==> config.mk <==
export PLATFORM = sky130hd
export DESIGN_NAME = ex_mul_div_flat
export DESIGN_NICKNAME = d
export VERILOG_FILES = /design/src/rtl/ex_mul_div_pkg.sv /design/src/rtl/ex_mul_div_if.sv /design/src/rtl/ex_md_step.sv /design/src/rtl/ex_mul_div.sv /design/src/flat_wrapper.sv
export SDC_FILE = /design/constraint.sdc
export NUM_CORES = 1
export LEC_CHECK = 0
export CORE_ASPECT_RATIO = 1.5
export CORE_MARGIN = 2
export CORE_UTILIZATION = 54
export DETAILED_ROUTE_END_ITERATION = 16
export MAX_ROUTING_LAYER = met4
export PLACE_DENSITY = 0.85
export RECOVER_POWER = 50
export SLEW_MARGIN = 20
export SYNTH_ARGS = -nofsm -noshare
export SYNTH_HDL_FRONTEND = slang
export SYNTH_SLANG_ARGS = --single-unit
==> constraint.sdc <==
create_clock -name clk -period 4 [get_ports clk]
set_clock_uncertainty 0.15 [all_clocks]
set_input_delay 0.6 -clock clk [delete_from_list [all_inputs] [get_ports clk]]
set_output_delay 0.6 -clock clk [all_outputs]
set_load 0.01 [all_outputs]
==> src/rtl/ex_mul_div_pkg.sv <==
// Shared opcode and state encodings for the EX-stage iterative multiply/divide unit.
package ex_mul_div_pkg;

   typedef enum logic [1:0] {
      MD_MULT  = 2'b00,
      MD_MULTU = 2'b01,
      MD_DIV   = 2'b10,
      MD_DIVU  = 2'b11
   } mdOp_e;

   typedef enum logic [1:0] {
      MD_IDLE = 2'b00,
      MD_CALC = 2'b01,
      MD_FIX  = 2'b10
   } mdState_e;

   function automatic logic opIsDiv(input mdOp_e op);
      return (op == MD_DIV) || (op == MD_DIVU);
   endfunction

   function automatic logic opIsSigned(input mdOp_e op);
      return (op == MD_MULT) || (op == MD_DIV);
   endfunction

endpackage

==> src/rtl/ex_mul_div_if.sv <==
// Request/result bundle between the ID/EX pipeline register and the mul/div unit.
interface ex_mul_div_if #(
   parameter int WIDTH = 32
);
   logic             flush;
   logic             startEX;
   logic [1:0]       opEX;
   logic [WIDTH-1:0] operandAEX;
   logic [WIDTH-1:0] operandBEX;
   logic [WIDTH-1:0] hiOut;
   logic [WIDTH-1:0] loOut;
   logic             busy;
   logic             done;
   logic             divByZero;
   logic             stallReq;

   modport master (
      output flush, startEX, opEX, operandAEX, operandBEX,
      input  hiOut, loOut, busy, done, divByZero, stallReq
   );

   modport slave (
      input  flush, startEX, opEX, operandAEX, operandBEX,
      output hiOut, loOut, busy, done, divByZero, stallReq
   );
endinterface

==> src/rtl/ex_md_step.sv <==
// One combinational iteration: shift-add multiply step or restoring divide step.
module ex_md_step #(
   parameter int WIDTH = 32
) (
   input  logic               divMode,
   input  logic [2*WIDTH-1:0] accIn,
   input  logic [WIDTH-1:0]   operand,
   output logic [2*WIDTH-1:0] accOut,
   output logic               qBit
);

   logic [WIDTH:0] addSum;
   logic [WIDTH:0] partial;
   logic [WIDTH:0] trial;

   // Multiply: {high half + carry, low half} shifts right; divide: {rem, quotient} shifts left.
   assign addSum  = {1'b0, accIn[2*WIDTH-1:WIDTH]} + (accIn[0] ? {1'b0, operand} : '0);
   assign partial = accIn[2*WIDTH-1:WIDTH-1];
   assign trial   = partial - {1'b0, operand};

   always_comb begin
      qBit   = 1'b0;
      accOut = {addSum, accIn[WIDTH-1:1]};
      if (divMode) begin
         qBit   = ~trial[WIDTH];
         accOut = {(qBit ? trial[WIDTH-1:0] : partial[WIDTH-1:0]), accIn[WIDTH-2:0], 1'b0};
      end
   end

endmodule

==> src/rtl/ex_mul_div.sv <==
// Iterative MULT/MULTU/DIV/DIVU unit with HI/LO result registers; stalls the pipe while busy.
module ex_mul_div
   import ex_mul_div_pkg::*;
#(
   parameter int WIDTH = 32
) (
   input logic         clk,
   input logic         resetN,
   ex_mul_div_if.slave bus
);

   localparam int CW = $clog2(WIDTH);

   mdState_e           state;
   mdState_e           stateNext;
   mdOp_e              opIn;
   logic               isDivIn;
   logic               isSignedIn;
   logic               divZeroIn;
   logic               accept;
   logic [WIDTH-1:0]   magA;
   logic [WIDTH-1:0]   magB;
   logic [CW-1:0]      count;
   logic [2*WIDTH-1:0] acc;
   logic [2*WIDTH-1:0] stepAcc;
   logic [2*WIDTH-1:0] accNext;
   logic [WIDTH-1:0]   operand;
   logic               qBit;
   logic               isDivOp;
   logic               negResult;
   logic               negRem;
   logic               dzFlag;
   logic [WIDTH-1:0]   fixHi;
   logic [WIDTH-1:0]   fixLo;
   logic [WIDTH-1:0]   hiReg;
   logic [WIDTH-1:0]   loReg;
   logic               doneReg;
   logic               dzReg;

   function automatic logic [WIDTH-1:0] negW(input logic [WIDTH-1:0] v);
      return ~v + WIDTH'(1);
   endfunction

   function automatic logic [2*WIDTH-1:0] neg2W(input logic [2*WIDTH-1:0] v);
      return ~v + (2*WIDTH)'(1);
   endfunction

   // The most negative value maps onto itself, which is the correct unsigned magnitude.
   function automatic logic [WIDTH-1:0] magnitude(input logic signed [WIDTH-1:0] v,
                                                  input logic signedOp);
      return (signedOp && (v < 0)) ? negW(v) : v;
   endfunction

   assign opIn       = mdOp_e'(bus.opEX);
   assign isDivIn    = opIsDiv(opIn);
   assign isSignedIn = opIsSigned(opIn);
   assign divZeroIn  = isDivIn && (bus.operandBEX == '0);
   assign magA       = magnitude(bus.operandAEX, isSignedIn);
   assign magB       = magnitude(bus.operandBEX, isSignedIn);

   // Ignoring start while done is high keeps the finishing instruction from relaunching.
   assign accept = bus.startEX && (state == MD_IDLE) && !doneReg && !bus.flush;

   always_ff @(posedge clk) begin
      if (!resetN) state <= MD_IDLE;
      else         state <= stateNext;
   end

   always_comb begin
      stateNext = state;
      case (state)
         MD_IDLE: if (accept) stateNext = divZeroIn ? MD_FIX : MD_CALC;
         MD_CALC: begin
            if (bus.flush)          stateNext = MD_IDLE;
            else if (count == '0)   stateNext = MD_FIX;
         end
         MD_FIX:  stateNext = MD_IDLE;
         default: stateNext = MD_IDLE;
      endcase
   end

   ex_md_step #(.WIDTH(WIDTH)) uStep (
      .divMode (isDivOp),
      .accIn   (acc),
      .operand (operand),
      .accOut  (stepAcc),
      .qBit    (qBit)
   );

   assign accNext = {stepAcc[2*WIDTH-1:1], stepAcc[0] | qBit};

   // Datapath: divide-by-zero parks the final HI/LO image in the accumulator directly.
   always_ff @(posedge clk) begin
      if (accept) begin
         count     <= CW'(WIDTH - 1);
         isDivOp   <= isDivIn;
         dzFlag    <= divZeroIn;
         negResult <= isSignedIn && (bus.operandAEX[WIDTH-1] ^ bus.operandBEX[WIDTH-1]);
         negRem    <= isSignedIn && bus.operandAEX[WIDTH-1];
         if (divZeroIn) begin
            acc     <= {bus.operandAEX, {WIDTH{1'b1}}};
            operand <= '0;
         end else if (isDivIn) begin
            acc     <= {{WIDTH{1'b0}}, magA};
            operand <= magB;
         end else begin
            acc     <= {{WIDTH{1'b0}}, magB};
            operand <= magA;
         end
      end else if (state == MD_CALC) begin
         acc   <= accNext;
         count <= count - CW'(1);
      end
   end

   always_comb begin
      fixHi = acc[2*WIDTH-1:WIDTH];
      fixLo = acc[WIDTH-1:0];
      if (!dzFlag) begin
         if (isDivOp) begin
            if (negResult) fixLo = negW(acc[WIDTH-1:0]);
            if (negRem)    fixHi = negW(acc[2*WIDTH-1:WIDTH]);
         end else if (negResult) begin
            {fixHi, fixLo} = neg2W(acc);
         end
      end
   end

   always_ff @(posedge clk) begin
      if (!resetN) begin
         hiReg   <= '0;
         loReg   <= '0;
         doneReg <= 1'b0;
         dzReg   <= 1'b0;
      end else begin
         doneReg <= 1'b0;
         dzReg   <= 1'b0;
         if ((state == MD_FIX) && !bus.flush) begin
            hiReg   <= fixHi;
            loReg   <= fixLo;
            doneReg <= 1'b1;
            dzReg   <= dzFlag;
         end
      end
   end

   assign bus.hiOut     = hiReg;
   assign bus.loOut     = loReg;
   assign bus.done      = doneReg;
   assign bus.divByZero = dzReg;
   assign bus.busy      = (state != MD_IDLE);
   assign bus.stallReq  = ((state == MD_IDLE) && accept) || (state != MD_IDLE);

endmodule
==> src/flat_wrapper.sv <==
// flat-port wrapper written by rule: the top's interface ports become plain ports
module ex_mul_div_flat import ex_mul_div_pkg::*;
#(
   parameter int WIDTH = 32
)
  (clk, resetN, bus_flush, bus_startEX, bus_opEX, bus_operandAEX, bus_operandBEX, bus_hiOut, bus_loOut, bus_busy, bus_done, bus_divByZero, bus_stallReq);
  ex_mul_div_if #(.WIDTH(WIDTH)) bus_i ();
  input logic clk;
  input logic resetN;
  input wire logic [$bits(bus_i.flush)-1:0] bus_flush;
  input wire logic [$bits(bus_i.startEX)-1:0] bus_startEX;
  input wire logic [$bits(bus_i.opEX)-1:0] bus_opEX;
  input wire logic [$bits(bus_i.operandAEX)-1:0] bus_operandAEX;
  input wire logic [$bits(bus_i.operandBEX)-1:0] bus_operandBEX;
  output wire logic [$bits(bus_i.hiOut)-1:0] bus_hiOut;
  output wire logic [$bits(bus_i.loOut)-1:0] bus_loOut;
  output wire logic [$bits(bus_i.busy)-1:0] bus_busy;
  output wire logic [$bits(bus_i.done)-1:0] bus_done;
  output wire logic [$bits(bus_i.divByZero)-1:0] bus_divByZero;
  output wire logic [$bits(bus_i.stallReq)-1:0] bus_stallReq;
  assign bus_i.flush = bus_flush;
  assign bus_i.startEX = bus_startEX;
  assign bus_i.opEX = bus_opEX;
  assign bus_i.operandAEX = bus_operandAEX;
  assign bus_i.operandBEX = bus_operandBEX;
  assign bus_hiOut = bus_i.hiOut;
  assign bus_loOut = bus_i.loOut;
  assign bus_busy = bus_i.busy;
  assign bus_done = bus_i.done;
  assign bus_divByZero = bus_i.divByZero;
  assign bus_stallReq = bus_i.stallReq;
  ex_mul_div #(.WIDTH(WIDTH)) u_core (.clk(clk), .resetN(resetN), .bus(bus_i));
endmodule
==> flow_summary.yaml <==
hold_path:
  holdCritPathClass: "register to register"
  worstHoldStart: "u_core.bus.hiOut[14]"
power_and_ir_drop:
  peakVddDrop_mv: 0.3498
  powerDensity_nw_per_um2: 375.8
  power.leakage_uw: 0.007560
  power.total_uw: 6599
sta:
  fmax_mhz: 260.8
  slew_violations: 65
  worst_pin_slew_ps: 1825
  setup_ws_ps: 165.4
  setup_viol: 0
  tns_ps: 0
  final_hold_viol_count: 0
  period_minus_slack_ps: 3835
  rsz0062_at_grt: "false"
  slew_headroom_pct: -21.65
  period_share_pct: 95.86
route:
  wl_met3_um: 3304
  met1_length_um: 19210
  detail_route.iter0.violations: 1576
  vias_per_cell: 6.531
  met2_length_um: 24970
  routed.top_layer: "met4"
  ant_nets: 0
  wl_per_cell_um: 22.57
  drc_errors: 0
  dr.pass1.iters: 6
  totalWireLength_um: 51700
  routed-via-count: 14960
finish:
  drive_above_1_share_pct: 9.287
  layout_commonest_cell: "a21oi_1"
  n_antenna_cell: 0
  area_growth_pct: 19.49
  n_fill_cell: 2256
  final_cell_area_sq_um: 17560
  mostFrequentLayoutCells: "a21oi_1 (162), nand2_1 (157), o21ai_0 (150), nor2_1 (144), edfxtp_1 (100)"
  finalCoreUtilization_pct: 64.95
  nets: 2077
global_routing:
  grt-ovfl-total: 0
  grt_use_total_pct: 36.65
  grt_max_degree: 119
  grt_pass1_wl_um: 79230
  grt_pass1_vias: 14380
  antenna_found_initial: 0
floorplan:
  start_util_pct: 54.35
  rows: 74
  dieArea_sq_um: 28580
  ios: 138
  die_w_um: 138.7
  die_y_um: 206.0
  core_area_sq_um: 27040
yosys:
  netlist_area_sq_um: 14700
  ys_top_cells_by_area: "edfxtp_1 (20%), dfxtp_1 (9.9%), ha_1 (5.9%)"
  async_reset_ff_share_pct: 0
  yosysWarnings: 0
  syn_nets: 1919
  synth_seq_cells: 173
  synthFlopType: "edfxtp_1"
  synth_edf_count: 100
  ys_seq_area_share_pct: 30.38
  synthCells: 1778
  syn_area_per_cell_sq_um: 8.265
  synth.largest_area_cell: "edfxtp_1"
  synth_top_cell_area_share_pct: 20.43
  synth_cell_types: 82
setup_path:
  cp_slowest_cell: "a2111oi_0"
  cp-start-kind: "register"
  required_ps: 4040
  critPathKind: "register to register"
  arrival_ps: 3880
  critical-path-max-stage-delay_ps: 470
  crit_chain: "inv_1 > ha_1 > fa_1 > nand2b_1 > a21o_1 > a31oi_1 > buf_4 > a311o_1 > buf_4 > a311o_1 > o311ai_4 > buf_4 > a2111oi_0 > o32ai_1"
  cp-end-kind: "register"
  cpMostUsedCell: "buf_4"
  reg2reg_from: "u_core.acc[31]"
  rrSetupSlack_ps: 170
  worstPathMaxFanout: 8
  crit_start: "u_core.acc[31]"
cts:
  cts_sinks: 173
  cts-root-buf: "clkbuf_16"
  htree_levels: 4
  cts_hold_buf: 0
  cts.path.max_buffers: 2
  cts_tree: "done"
  clkLatencyLatePin_ps: 470
  clkTransAtPathRegs_ps: 80
  numCtsBuffers: 17
flow_run:
  drv_cap: 1
status:
  failed_checks: "max-capacitance violations, max-slew violations"
  outcome: "complete, but fails checks"
placement:
  place_area_sq_um: 16940
  portBuffers: 137
  dp_slack_ps: -108.5
  place.gp.congestion: 1.090
  hpwl_um: 39780
critical path, delay by kind of cell (launching register included):
family	cells	cell delay [ps]
adder cells (fa/ha/maj)	2	650
AO/OA/AOI/OAI	7	1580
flip-flops	1	370
AND/OR/NAND/NOR	1	210
buffers and inverters	4	610
cell usage after synthesis, drive strengths merged (11+ instances only):
| cell type | count |
|---|---|
| inv | 71 |
| xnor2 | 84 |
| nor4 | 19 |
| and3 | 11 |
| clkbuf | 89 |
| xor2 | 82 |
| nor2 | 145 |
| or3 | 19 |
| nand4 | 15 |
| nand2b | 24 |
| o21a | 11 |
| a21oi | 163 |
| or2 | 11 |
| o21ai | 152 |
| nand2 | 158 |
| dfxtp | 73 |
| o211a | 43 |
| a22oi | 28 |
| o31ai | 26 |
| mux2i | 71 |
| a21o | 30 |
| a31oi | 17 |
| edfxtp | 100 |
| a211oi | 16 |
| nand3 | 31 |
| o21bai | 14 |
| and2 | 11 |
| ha | 69 |
| nor3 | 48 |
| buf | 16 |
sequential cells by signal, indices dropped and copies added (netlist names):
signal and count:
u_core.bus.loOut 32, u_core.operand 32, u_core.count 5, u_core.bus.divByZero 1, u_core.state 2, u_core.negRem 1
u_core.bus.done 1, u_core.bus.hiOut 32, u_core.negResult 1, u_core.isDivOp 1, u_core.dzFlag 1, u_core.acc 64
cell type report:
class / instances / area [sq um] / area share (%)
clock buffers: 19 / 464.2 / 2.644
clock inverters: 13 / 158.9 / 0.9049
inverters: 71 / 266.5 / 1.518
multi-input cells: 1429 / 9572 / 54.51
flip-flops and latches: 173 / 4464 / 25.42
well taps: 342 / 427.9 / 2.437
repair buffers: 244 / 2206 / 12.56
repair_timing:
| action | in CTS | in global routing |
|---|---|---|
| endpoints found under the setup margin | 2 | 17 |
| pin swaps | 0 | 2 |
| buffers inserted | 0 | 0 |
| resized for setup | 2 | 8 |
stage by stage:
stage | cells | hold slack, ps
3_5_place_dp | 2259 | 306.5
4_1_cts | 2291 | 320.0
6_report | 2291 | 311.4
5_1_grt | 2291 | 334.1
2_1_floorplan | 1778 | 316.2
3_3_place_gp | 2259 | 302.9
cells by family (layout without fill, tap and decap cells):
logic type	Yosys count	after routing	share of synthesized area (%)
adder cells (fa/ha/maj)	71	71	6.147
XOR/XNOR	166	166	9.894
AO/OA/AOI/OAI	575	575	25.32
multiplexers	79	79	5.449
AND/OR/NAND/NOR	538	538	18.17
buffers and inverters	176	347	4.640
flip-flops	173	173	30.38
metal layers:
| layer | up-vias | GRT usage [%] |
|---|---|---|
| met5 | - | - |
| met4 | 0 | 26.73 |
| met3 | 241 | 4.472 |
| met2 | 796 | 60.91 |
| li1 | 6871 | - |
| met1 | 7054 | 40.93 |
worst paths after layout:
path	to	depth (start not counted)
worst min-delay path	u_core.bus.hiOut[14]	2
worst max register to register	u_core.acc[63]	14
worst min register to register	u_core.bus.hiOut[14]	2
worst max-delay path	u_core.acc[63]	14
where the power goes:
group | switching, uW | internal (uW) | total, uW
registers | 157 | 2060 | 2220
clock network | 881 | 903 | 1780
logic | 1530 | 1060 | 2600
(Power assumes the default switching activity.)
